[src/rtl/autoconfig_chain.sv]
// Purpose: Zorro II autoconfig responder presenting NUM_BOARDS logical boards in turn behind one CFGIN_n/CFGOUT_n pair.
// Latency: dtack and the read/write action land 1 CLK after UDS_n falls inside an autoconfig cycle; board_hit/autoconfig_cycle are combinational.
// Backpressure: none; dtack is held until AS_n rises, and only one action is taken per bus cycle.
//
// Ports:
//   CLK, RESET (sync, active-high)
//   ADDR[23:1], AS_n, UDS_n, RW, DIN[3:0]    : Zorro bus side (strobes sampled on CLK)
//   CFGIN_n / CFGOUT_n                         : autoconfig chain in / out
//   board_enable[NUM_BOARDS-1:0]               : boards taking part in the chain
//   autoconfig_cycle, DOUT[3:0], dtack         : responder outputs
//   board_configured, board_base, board_hit    : per-board results for downstream decode
//   rom_hit                                    : only with AUTOCONFIG_ROM_EN defined
// Build option: define AUTOCONFIG_ROM_EN to give board 0 a diag ROM (rom bit, ROM vector, rom_hit).
module autoconfig_chain #(
    parameter int                       NUM_BOARDS   = 2,
    parameter logic [15:0]              MFG_ID       = 16'd5194,
    parameter logic [7:0]               PROD_ID_BASE = 8'd6,
    parameter logic [31:0]              SERIAL       = 32'd1,
    parameter logic [3*NUM_BOARDS-1:0]  SIZE_CODES   = {3'b010, 3'b010},
    parameter logic [15:0]              ROM_VECTOR   = 16'h0008
) (
    input  logic                        CLK,
    input  logic                        RESET,
    input  logic [23:1]                 ADDR,
    input  logic                        AS_n,
    input  logic                        UDS_n,
    input  logic                        RW,
    input  logic [3:0]                  DIN,
    input  logic                        CFGIN_n,
    input  logic [NUM_BOARDS-1:0]       board_enable,
    output logic                        CFGOUT_n,
    output logic                        autoconfig_cycle,
    output logic [3:0]                  DOUT,
    output logic                        dtack,
    output logic [NUM_BOARDS-1:0]       board_configured,
    output logic [8*NUM_BOARDS-1:0]     board_base,
    output logic [NUM_BOARDS-1:0]       board_hit
`ifdef AUTOCONFIG_ROM_EN
    ,
    output logic                        rom_hit
`endif
);

    localparam int CW = (NUM_BOARDS > 1) ? $clog2(NUM_BOARDS) : 1;

    typedef enum logic [1:0] {WAIT_CFG, PRESENT, DONE} state_t;

    state_t                     r_state;
    logic [CW-1:0]              r_cur;
    logic                       r_cfgin;
    logic                       r_as_q;
    logic                       r_advance;
    logic                       r_dtack;
    logic [3:0]                 r_dout;
    logic [3:0]                 r_pending_lo;
    logic                       r_cfgout_n;
    logic [NUM_BOARDS-1:0]      r_configured;
    logic [8*NUM_BOARDS-1:0]    r_base;

    logic                       w_eoc;
    logic                       w_ac_cycle;
    logic                       w_first_vld;
    logic [CW-1:0]              w_first_idx;
    logic                       w_next_vld;
    logic [CW-1:0]              w_next_idx;
    logic [7:0]                 w_prod;
    logic [2:0]                 w_size;
    logic                       w_rom;
    logic [3:0]                 w_rd_nib;
    logic [7:0]                 w_mask;
    logic [NUM_BOARDS-1:0]      w_hit;
    logic                       w_unused;

    // End of a bus cycle: AS_n was low last CLK and is high now.
    assign w_eoc      = !r_as_q && AS_n;
    assign w_ac_cycle = (ADDR[23:16] == 8'hE8) && r_cfgin && (r_state == PRESENT) && !AS_n;
    assign w_prod     = PROD_ID_BASE + 8'(r_cur);
    assign w_size     = SIZE_CODES[r_cur*3 +: 3];
    assign w_unused   = ^{ADDR[15:9], ROM_VECTOR};

`ifdef AUTOCONFIG_ROM_EN
    assign w_rom   = (r_cur == '0);
    assign rom_hit = w_hit[0] && (ADDR[15:1] < 15'h4000);
`else
    assign w_rom   = 1'b0;
`endif

    // Lowest enabled board overall, and lowest enabled board above r_cur.
    always_comb begin
        w_first_vld = 1'b0;
        w_first_idx = '0;
        w_next_vld  = 1'b0;
        w_next_idx  = '0;
        for (int k = NUM_BOARDS - 1; k >= 0; k--) begin
            if (board_enable[k]) begin
                w_first_vld = 1'b1;
                w_first_idx = CW'(k);
                if (k > int'(r_cur)) begin
                    w_next_vld = 1'b1;
                    w_next_idx = CW'(k);
                end
            end
        end
    end

    // Read map; everything except offsets 0x00/0x01 is returned inverted.
    always_comb begin
        w_rd_nib = 4'hF;
        case (ADDR[8:1])
            8'h00: w_rd_nib = {3'b110, w_rom};
            8'h01: w_rd_nib = {1'b0, w_size};
            8'h02: w_rd_nib = ~w_prod[7:4];
            8'h03: w_rd_nib = ~w_prod[3:0];
            8'h04: w_rd_nib = 4'hF;
            8'h05: w_rd_nib = 4'hF;
            8'h08: w_rd_nib = ~MFG_ID[15:12];
            8'h09: w_rd_nib = ~MFG_ID[11:8];
            8'h0A: w_rd_nib = ~MFG_ID[7:4];
            8'h0B: w_rd_nib = ~MFG_ID[3:0];
            8'h0C: w_rd_nib = ~SERIAL[31:28];
            8'h0D: w_rd_nib = ~SERIAL[27:24];
            8'h0E: w_rd_nib = ~SERIAL[23:20];
            8'h0F: w_rd_nib = ~SERIAL[19:16];
            8'h10: w_rd_nib = ~SERIAL[15:12];
            8'h11: w_rd_nib = ~SERIAL[11:8];
            8'h12: w_rd_nib = ~SERIAL[7:4];
            8'h13: w_rd_nib = ~SERIAL[3:0];
`ifdef AUTOCONFIG_ROM_EN
            8'h14: w_rd_nib = w_rom ? ~ROM_VECTOR[15:12] : 4'hF;
            8'h15: w_rd_nib = w_rom ? ~ROM_VECTOR[11:8]  : 4'hF;
            8'h16: w_rd_nib = w_rom ? ~ROM_VECTOR[7:4]   : 4'hF;
            8'h17: w_rd_nib = w_rom ? ~ROM_VECTOR[3:0]   : 4'hF;
`endif
            8'h20: w_rd_nib = 4'h0;
            8'h21: w_rd_nib = 4'h0;
            default: w_rd_nib = 4'hF;
        endcase
    end

    // Window decode: size code n covers 2^(n-1) 64K units, so the low n-1 base bits are don't-care.
    always_comb begin
        w_mask = 8'hFF;
        w_hit  = '0;
        for (int k = 0; k < NUM_BOARDS; k++) begin
            w_mask   = 8'hFF << (SIZE_CODES[k*3 +: 3] - 3'd1);
            w_hit[k] = r_configured[k] && ((ADDR[23:16] & w_mask) == (r_base[k*8 +: 8] & w_mask));
        end
    end

    always_ff @(posedge CLK) begin
        if (RESET) begin
            r_state      <= WAIT_CFG;
            r_cur        <= '0;
            r_cfgin      <= 1'b0;
            r_as_q       <= 1'b1;
            r_advance    <= 1'b0;
            r_dtack      <= 1'b0;
            r_dout       <= 4'h0;
            r_pending_lo <= 4'h0;
            r_cfgout_n   <= 1'b1;
            r_configured <= '0;
            r_base       <= '0;
        end else begin
            r_as_q <= AS_n;
            if (w_eoc) begin
                r_cfgin <= !CFGIN_n;
            end

            // !r_dtack limits each bus cycle to a single action.
            if (!UDS_n && w_ac_cycle && !r_dtack) begin
                r_dtack <= 1'b1;
                if (RW) begin
                    r_dout <= w_rd_nib;
                end else begin
                    case (ADDR[8:1])
                        8'h25: r_pending_lo <= DIN;
                        8'h24: begin
                            r_base[r_cur*8 +: 8] <= {DIN, r_pending_lo};
                            r_configured[r_cur]  <= 1'b1;
                            r_advance            <= 1'b1;
                        end
                        8'h26: r_advance <= 1'b1;
                        default: ;
                    endcase
                end
            end else if (AS_n) begin
                r_dtack <= 1'b0;
            end

            // Advance only takes effect at the end of the bus cycle that requested it.
            case (r_state)
                WAIT_CFG: begin
                    if (r_cfgin) begin
                        if (w_first_vld) begin
                            r_state <= PRESENT;
                            r_cur   <= w_first_idx;
                        end else begin
                            r_state    <= DONE;
                            r_cfgout_n <= 1'b0;
                        end
                    end
                end
                PRESENT: begin
                    if (w_eoc && r_advance) begin
                        r_advance <= 1'b0;
                        if (w_next_vld) begin
                            r_cur <= w_next_idx;
                        end else begin
                            r_state    <= DONE;
                            r_cfgout_n <= 1'b0;
                        end
                    end
                end
                default: ;
            endcase
        end
    end

    assign CFGOUT_n         = r_cfgout_n;
    assign autoconfig_cycle = w_ac_cycle;
    assign DOUT             = r_dout;
    assign dtack            = r_dtack;
    assign board_configured = r_configured;
    assign board_base       = r_base;
    assign board_hit        = w_hit;

endmodule

[config.mk]
export PLATFORM = sky130hd
export DESIGN_NAME = autoconfig_chain
export DESIGN_NICKNAME = d
export VERILOG_FILES = /design/src/rtl/autoconfig_chain.sv
export SDC_FILE = /design/constraint.sdc
export NUM_CORES = 1
export LEC_CHECK = 0
export CORE_UTILIZATION = 30
export DETAILED_ROUTE_END_ITERATION = 8
export DONT_BUFFER_PORTS = 1
export GPL_TIMING_DRIVEN = 0
export PLACE_DENSITY = 0.48
export SLEW_MARGIN = 25
export SYNTH_ARGS = -nofsm -noshare
export SYNTH_HDL_FRONTEND = slang
export SYNTH_SLANG_ARGS = --single-unit
export TNS_END_PERCENT = 5
[constraint.sdc]
create_clock -name CLK -period 6.04 [get_ports CLK]
set_clock_uncertainty 0.2 [all_clocks]
set_input_delay 0.906 -clock CLK [delete_from_list [all_inputs] [get_ports CLK]]
set_output_delay 0.906 -clock CLK [all_outputs]
set_load 0.1 [all_outputs]
==> flow_metrics.env, run 1 <==
export IMPL_path_clk_slew_ns=0.07
export IMPL_grt_use_total_pct=15.2
export IMPL_grt_pass1_vias=1322
export IMPL_worst_setup_path_start_kind="flip-flop"
export IMPL_tightestPinTransition_ns=1.10
export IMPL_diodes=0
export IMPL_crit_fanout=3
export IMPL_min_path_type="flip-flop to flip-flop"
export IMPL_wl_mm=4.50
export IMPL_dp_hpwl_mm=3.39
export IMPL_status="complete, no violations"
export IMPL_required_ns=4.93
export IMPL_slew_violations=0
export IMPL_multiInputGateArea_um2=1020
export IMPL_die_h_um=78.8
export IMPL_num_rows=27
export IMPL_vdd_ir_drop_max_uv=94.5
export IMPL_grt_max_degree=12
export IMPL_synth_cell_area_um2=1770
export IMPL_io_pins=62
export IMPL_crit_path_end_kind="primary output"
export IMPL_viasPerCell=5.13
export IMPL_dr_first_iter_drc_count=83
export IMPL_synth_seq_cells=34
export IMPL_yosysTopAreaCell="dfxtp_1"
export IMPL_ys_seq_area_share_pct=38.5
export IMPL_yosysMostFrequentCell="dfxtp_1"
export IMPL_period_minus_slack_ns=3.63
export IMPL_port_buffers=0
export IMPL_setup_viol=0
export IMPL_fin_setup_tns_ns=0
export IMPL_max_freq_mhz=275
export IMPL_criticalPathCategory="flip-flop to primary output"
export IMPL_num_nets_final=236
export IMPL_area_growth_pct=11.9
export IMPL_ys_flop_type="dfxtp_1"
export IMPL_post_drt_wl_per_cell_um=16.4
export IMPL_cts_setup_buffers=0
export IMPL_cts_buffer_depth=2
export IMPL_hold_ws_ns=0.274
export IMPL_syn_nets=228
export IMPL_initial_core_util_pct=31.5
export IMPL_dr_pass1_iters=4
export IMPL_cts_buffers=5
export IMPL_worstPathArrival_ns=2.53
export IMPL_fillers=605
export IMPL_placed_cell_area_um2=1880
export IMPL_die_w_um=78.8
export IMPL_p_per_area_nw_per_um2=223
export IMPL_avgSynthCellArea_um2=9.16
export IMPL_drc_errors=0
export IMPL_hold_violations=0
export IMPL_synth_distinct_cells=40
export IMPL_globalRouteOverflowTotal=0
export IMPL_p_leak_uw=0.000723
export IMPL_antenna_found_initial=0
export IMPL_clock_root_buffer="clkbuf_8"
export IMPL_fin_total_pwr_uw=441
export IMPL_core_um2=5610
export IMPL_seqCellArea_um2=681
export IMPL_final_cell_area_um2=1980
export IMPL_synthArstFlopShare_pct=0
export IMPL_grt_pass1_wl_mm=6.98
export IMPL_syn_inst=193
export IMPL_dieArea_um2=6200
export IMPL_num_vias=1405
export IMPL_fin_crit_sh_pct=60.2
export IMPL_cts_resized=0
export IMPL_max_cap_viol_count=0
export IMPL_relSlewSlack_pct=26.6
export IMPL_ant_nets=0
export IMPL_clock_latency_ns=0.29
export IMPL_ys_top_cells_by_count="dfxtp_1 (34), nand2b_1 (26), mux2i_1 (20)"
export IMPL_htreeDepth=2
export IMPL_synth_warnings=0
export IMPL_synth_enable_flop_cells=0
export IMPL_cts_hold_buffers=0
export IMPL_synth_top_area_share_pct=38.5
export IMPL_cts_num_sinks=34
export IMPL_grt_setup_unrepaired="false"
export IMPL_synth_area_leaders="dfxtp_1 (38%), mux2i_1 (11%), nand2b_1 (9.2%)"
export IMPL_gp_congestion=0.763
export IMPL_cts_tree="done"
export IMPL_final_layout_size_suffix_gt1_share_pct=10.9
[metal layers]
layer	up-vias	track usage, %	share of wire, %
li1	698	-	-
met1	652	19.1	46
met2	50	23.6	45
met3	5	5.75	8.5
met4	0	5.56	0.98
met5	-	0	0
[cells in the final DEF (no fill, tap or decap), drive strengths merged, types with 3 or more instances in the layout]
cell type	n
nand4	5
nand2b	26
or2	3
clkbuf	14
nor3	4
nor4	5
a31oi	4
mux2i	20
nor2	10
buf	3
nor2b	3
nand2	3
inv	8
o211ai	4
dfxtp	34
xnor2	15
nand3b	3
a21oi	6
o21bai	3
[final timing paths]
| check | slack, ns | from | depth (start not counted) | endpoint |
|---|---|---|---|---|
| setup / recovery | 2.41 | board_base[4] | 3 | board_hit[0] |
| hold / removal | 0.27 | r_advance | 1 | r_advance |
| setup reg to reg | 3.40 | r_state[0] | 5 | r_pending_lo[0] |
| hold reg to reg | 0.27 | r_advance | 1 | r_advance |
[flip-flops by register name (all words and copies together) (netlist names)]
signal            flops
r_pending_lo          4
CFGOUT_n              1
r_cur                 1
board_base           16
dtack                 1
r_advance             1
r_state               2
r_as_q                1
board_configured      2
r_cfgin               1
DOUT                  4
[kinds of logic (layout without fill, tap and decap cells)]
| kind of cell | after synthesis | count (layout) | synth area share (%) |
|---|---|---|---|
| multiplexers | 20 | 20 | 11.3 |
| AO/OA/AOI/OAI | 27 | 27 | 10.1 |
| flip-flops | 34 | 34 | 38.5 |
| AND/OR/NAND/NOR | 79 | 79 | 28.5 |
| buffers and inverters | 18 | 27 | 4.10 |
| XOR/XNOR | 15 | 15 | 7.43 |
[critical path: stages, from the launching register on]
cell     delay, ns
dfxtp_1       0.99
xnor2_1       0.23
nand4_1       0.14
nor2_2        0.88
[area by class of cell]
type	instances	share of cell area [%]
multi-input cells	141	51.8
flip-flops and latches	34	34.4
well taps	72	4.55
clock buffers	6	4.17
plain buffers	10	2.15
inverters	8	1.52
repair buffers	1	0.759
clock inverters	2	0.633
[power by group]
part | internal, µW | switching [µW]
sequential | 226 | 3.72
clock | 91.6 | 86.7
combinational | 15.7 | 16.8
total | 333 | 107
[metrics by stage]
| step | setup slack (ns) | util, % | cells |
|---|---|---|---|
| global route | 2.32 | 35.3 | 274 |
| floorplan | 1.34 | - | 193 |
| CTS | 2.37 | 35.3 | 274 |
| finish | 2.41 | 35.3 | 274 |
| detailed placement | 2.69 | 33.6 | 266 |
| global placement | 1.19 | 33.1 | 265 |
Note: power is estimated with default switching activity, not from simulation.
==> run 2: changes to the inputs <==
--- a/config.mk
+++ b/config.mk
@@ -9,7 +9,7 @@
 export DETAILED_ROUTE_END_ITERATION = 8
 export DONT_BUFFER_PORTS = 1
 export GPL_TIMING_DRIVEN = 0
-export PLACE_DENSITY = 0.48
+export PLACE_DENSITY = 0.49
 export SLEW_MARGIN = 25
 export SYNTH_ARGS = -nofsm -noshare
 export SYNTH_HDL_FRONTEND = slang
==> constraint.sdc (replaced) <==
create_clock -name CLK -period 3.2 [get_ports CLK]
set_clock_uncertainty 0.2 [all_clocks]
set_input_delay 0.48 -clock CLK [delete_from_list [all_inputs] [get_ports CLK]]
set_output_delay 0.48 -clock CLK [all_outputs]
set_load 0.1 [all_outputs]
==> run 2 against run 1 <==
Compared with the run above: first-iteration DRC count up 17%; sequential power rose by 89%; global-route usage is 0.49 points higher; cell count unchanged; critical path type unchanged; critical endpoint is now board_hit[1]; largest power group unchanged; highest routed layer unchanged.
==> flow_metrics.env, run 2 (synthesis results as in run 1) <==
export IMPL_period_minus_slack_ns=2.96
export IMPL_worstPathArrival_ns=2.28
export IMPL_min_path_type="primary input to flip-flop"
export IMPL_relSlewSlack_pct=28.0
export IMPL_max_cap_viol_count=0
export IMPL_r2r_setup_slack_ns=0.54
export IMPL_setup_viol=0
export IMPL_cts_tree="done"
export IMPL_criticalPathCategory="flip-flop to primary output"
export IMPL_num_nets_final=237
export IMPL_fin_total_pwr_uw=904
export IMPL_cts_buffer_depth=2
export IMPL_grt_pass1_wl_mm=7.33
export IMPL_num_rows=27
export IMPL_slew_violations=0
export IMPL_hold_ws_ns=0.0778
export IMPL_cts_buffers=5
export IMPL_fillers=597
export IMPL_grt_pass1_vias=1412
export IMPL_gp_congestion=0.783
export IMPL_num_vias=1418
export IMPL_p_sw_share_pct=21.9
export IMPL_fin_crit_sh_pct=92.5
export IMPL_tightestPinTransition_ns=1.08
export IMPL_final_common_cell="dfxtp_1"
export IMPL_viasPerCell=5.18
export IMPL_io_pins=62
export IMPL_multiInputGateArea_um2=1040
export IMPL_setup_ws_ns=0.240
export IMPL_vdd_ir_drop_max_uv=190
export IMPL_cts_num_sinks=34
export IMPL_final_layout_size_suffix_gt1_share_pct=10.4
export IMPL_final_cell_area_um2=2030
export IMPL_seqCellArea_um2=681
export IMPL_dieArea_um2=6200
export IMPL_crit_path_end_kind="primary output"
export IMPL_max_freq_mhz=338
export IMPL_drc_errors=0
export IMPL_die_w_um=78.8
export IMPL_antenna_found_initial=0
export IMPL_port_buffers=0
export IMPL_grt_use_total_pct=15.7
export IMPL_diodes=0
export IMPL_p_clk_share_pct=45.2
export IMPL_cts_setup_buffers=0
export IMPL_intPower_uw=706
export IMPL_grt_setup_unrepaired="false"
export IMPL_post_drt_wl_per_cell_um=16.6
export IMPL_ant_nets=0
export IMPL_initial_core_util_pct=31.5
export IMPL_area_growth_pct=14.7
export IMPL_grt_max_degree=11
export IMPL_placed_cell_area_um2=1910
export IMPL_fin_setup_tns_ns=0
export IMPL_switchingPower_uw=198
export IMPL_combPwrFrac_pct=6.8
export IMPL_globalRouteOverflowTotal=0
export IMPL_clock_root_buffer="clkbuf_8"
export IMPL_p_leak_uw=0.000753
export IMPL_wl_mm=4.55
export IMPL_core_um2=5610
export IMPL_clock_latency_ns=0.28
export IMPL_pre_cts_ws_ns=0.262
export IMPL_final_cell_mix="dfxtp_1 (34), nand2b_1 (26), mux2i_1 (20)"
export IMPL_dr_first_iter_drc_count=97
export IMPL_status="complete, no violations"
export IMPL_dp_hpwl_mm=3.38
export IMPL_die_h_um=78.8
export IMPL_hold_violations=0
export IMPL_dr_pass1_iters=4
export IMPL_p_per_area_nw_per_um2=446
export IMPL_seq_power_share_pct=48.0
export IMPL_largest_reg_flops=16
export IMPL_path_clk_slew_ns=0.07
export IMPL_worst_setup_path_start_kind="flip-flop"
export IMPL_htreeDepth=2
export IMPL_required_ns=2.52
export IMPL_crit_fanout=3
[run 2: cell count changes in the layout (fill, tap and decap cells not counted), sizes merged]
cell / previous run / this run
buf: 3 / 4
bufinv: 0 / 1
clkinv: 1 / 0
clkinvlp: 1 / 0
[run 2: worst paths after layout]
path | start | endpoint | depth (start not counted)
min reg2reg | r_advance | r_advance | 1
min | CFGIN_n | r_cfgin | 1
max | board_base[13] | board_hit[1] | 3
max reg2reg | r_state[0] | r_pending_lo[0] | 5
[run 2: what timing repair did]
item                                    4_1_cts  5_1_grt
hold buffers                                  0        0
gates resized for setup                       2        0
endpoints found under the setup margin        2        0
[run 2: power groups by stage]
stage | sequential [µW] | clock (µW) | combinational (µW)
floorplan | 442 | 0 | 49.5
global placement | 443 | 0 | 61.7
detailed placement | 443 | 0 | 61.7
CTS | 434 | 418 | 62.2
global route | 434 | 437 | 68.2
finish | 434 | 408 | 61.9
[run 2: area by class of cell]
cell class / instances / area share [%]
timing repair buffer: 2 / 1.54
inverter: 8 / 1.48
clock buffer: 6 / 4.07
multi-input combinational: 141 / 51.3
clock inverter: 1 / 1.48
tap: 72 / 4.44
sequential: 34 / 33.6
buffer: 10 / 2.10
[run 2: stage by stage]
| step | util [%] | std cells |
|---|---|---|
| 3_3_place_gp | 33.2 | 265 |
| 3_5_place_dp | 34.0 | 267 |
| 6_report | 36.2 | 274 |
| 5_1_grt | 36.2 | 274 |
| 4_1_cts | 36.2 | 274 |
| 2_1_floorplan | - | 193 |
[run 2: per-layer routing]
layer | vias to the layer above | global-route usage [%] | part of all wire (%)
met5 | - | 0 | 0
li1 | 699 | - | -
met4 | 0 | 5.56 | 1.3
met1 | 672 | 20.0 | 46
met3 | 7 | 5.40 | 6.9
met2 | 40 | 24.4 | 46
[run 2: worst max-delay path: stages (launching register included)]
cell     delay, ns
dfxtp_1       1.00
xnor2_1       0.21
nand4_1       0.20
nor2_4        0.58
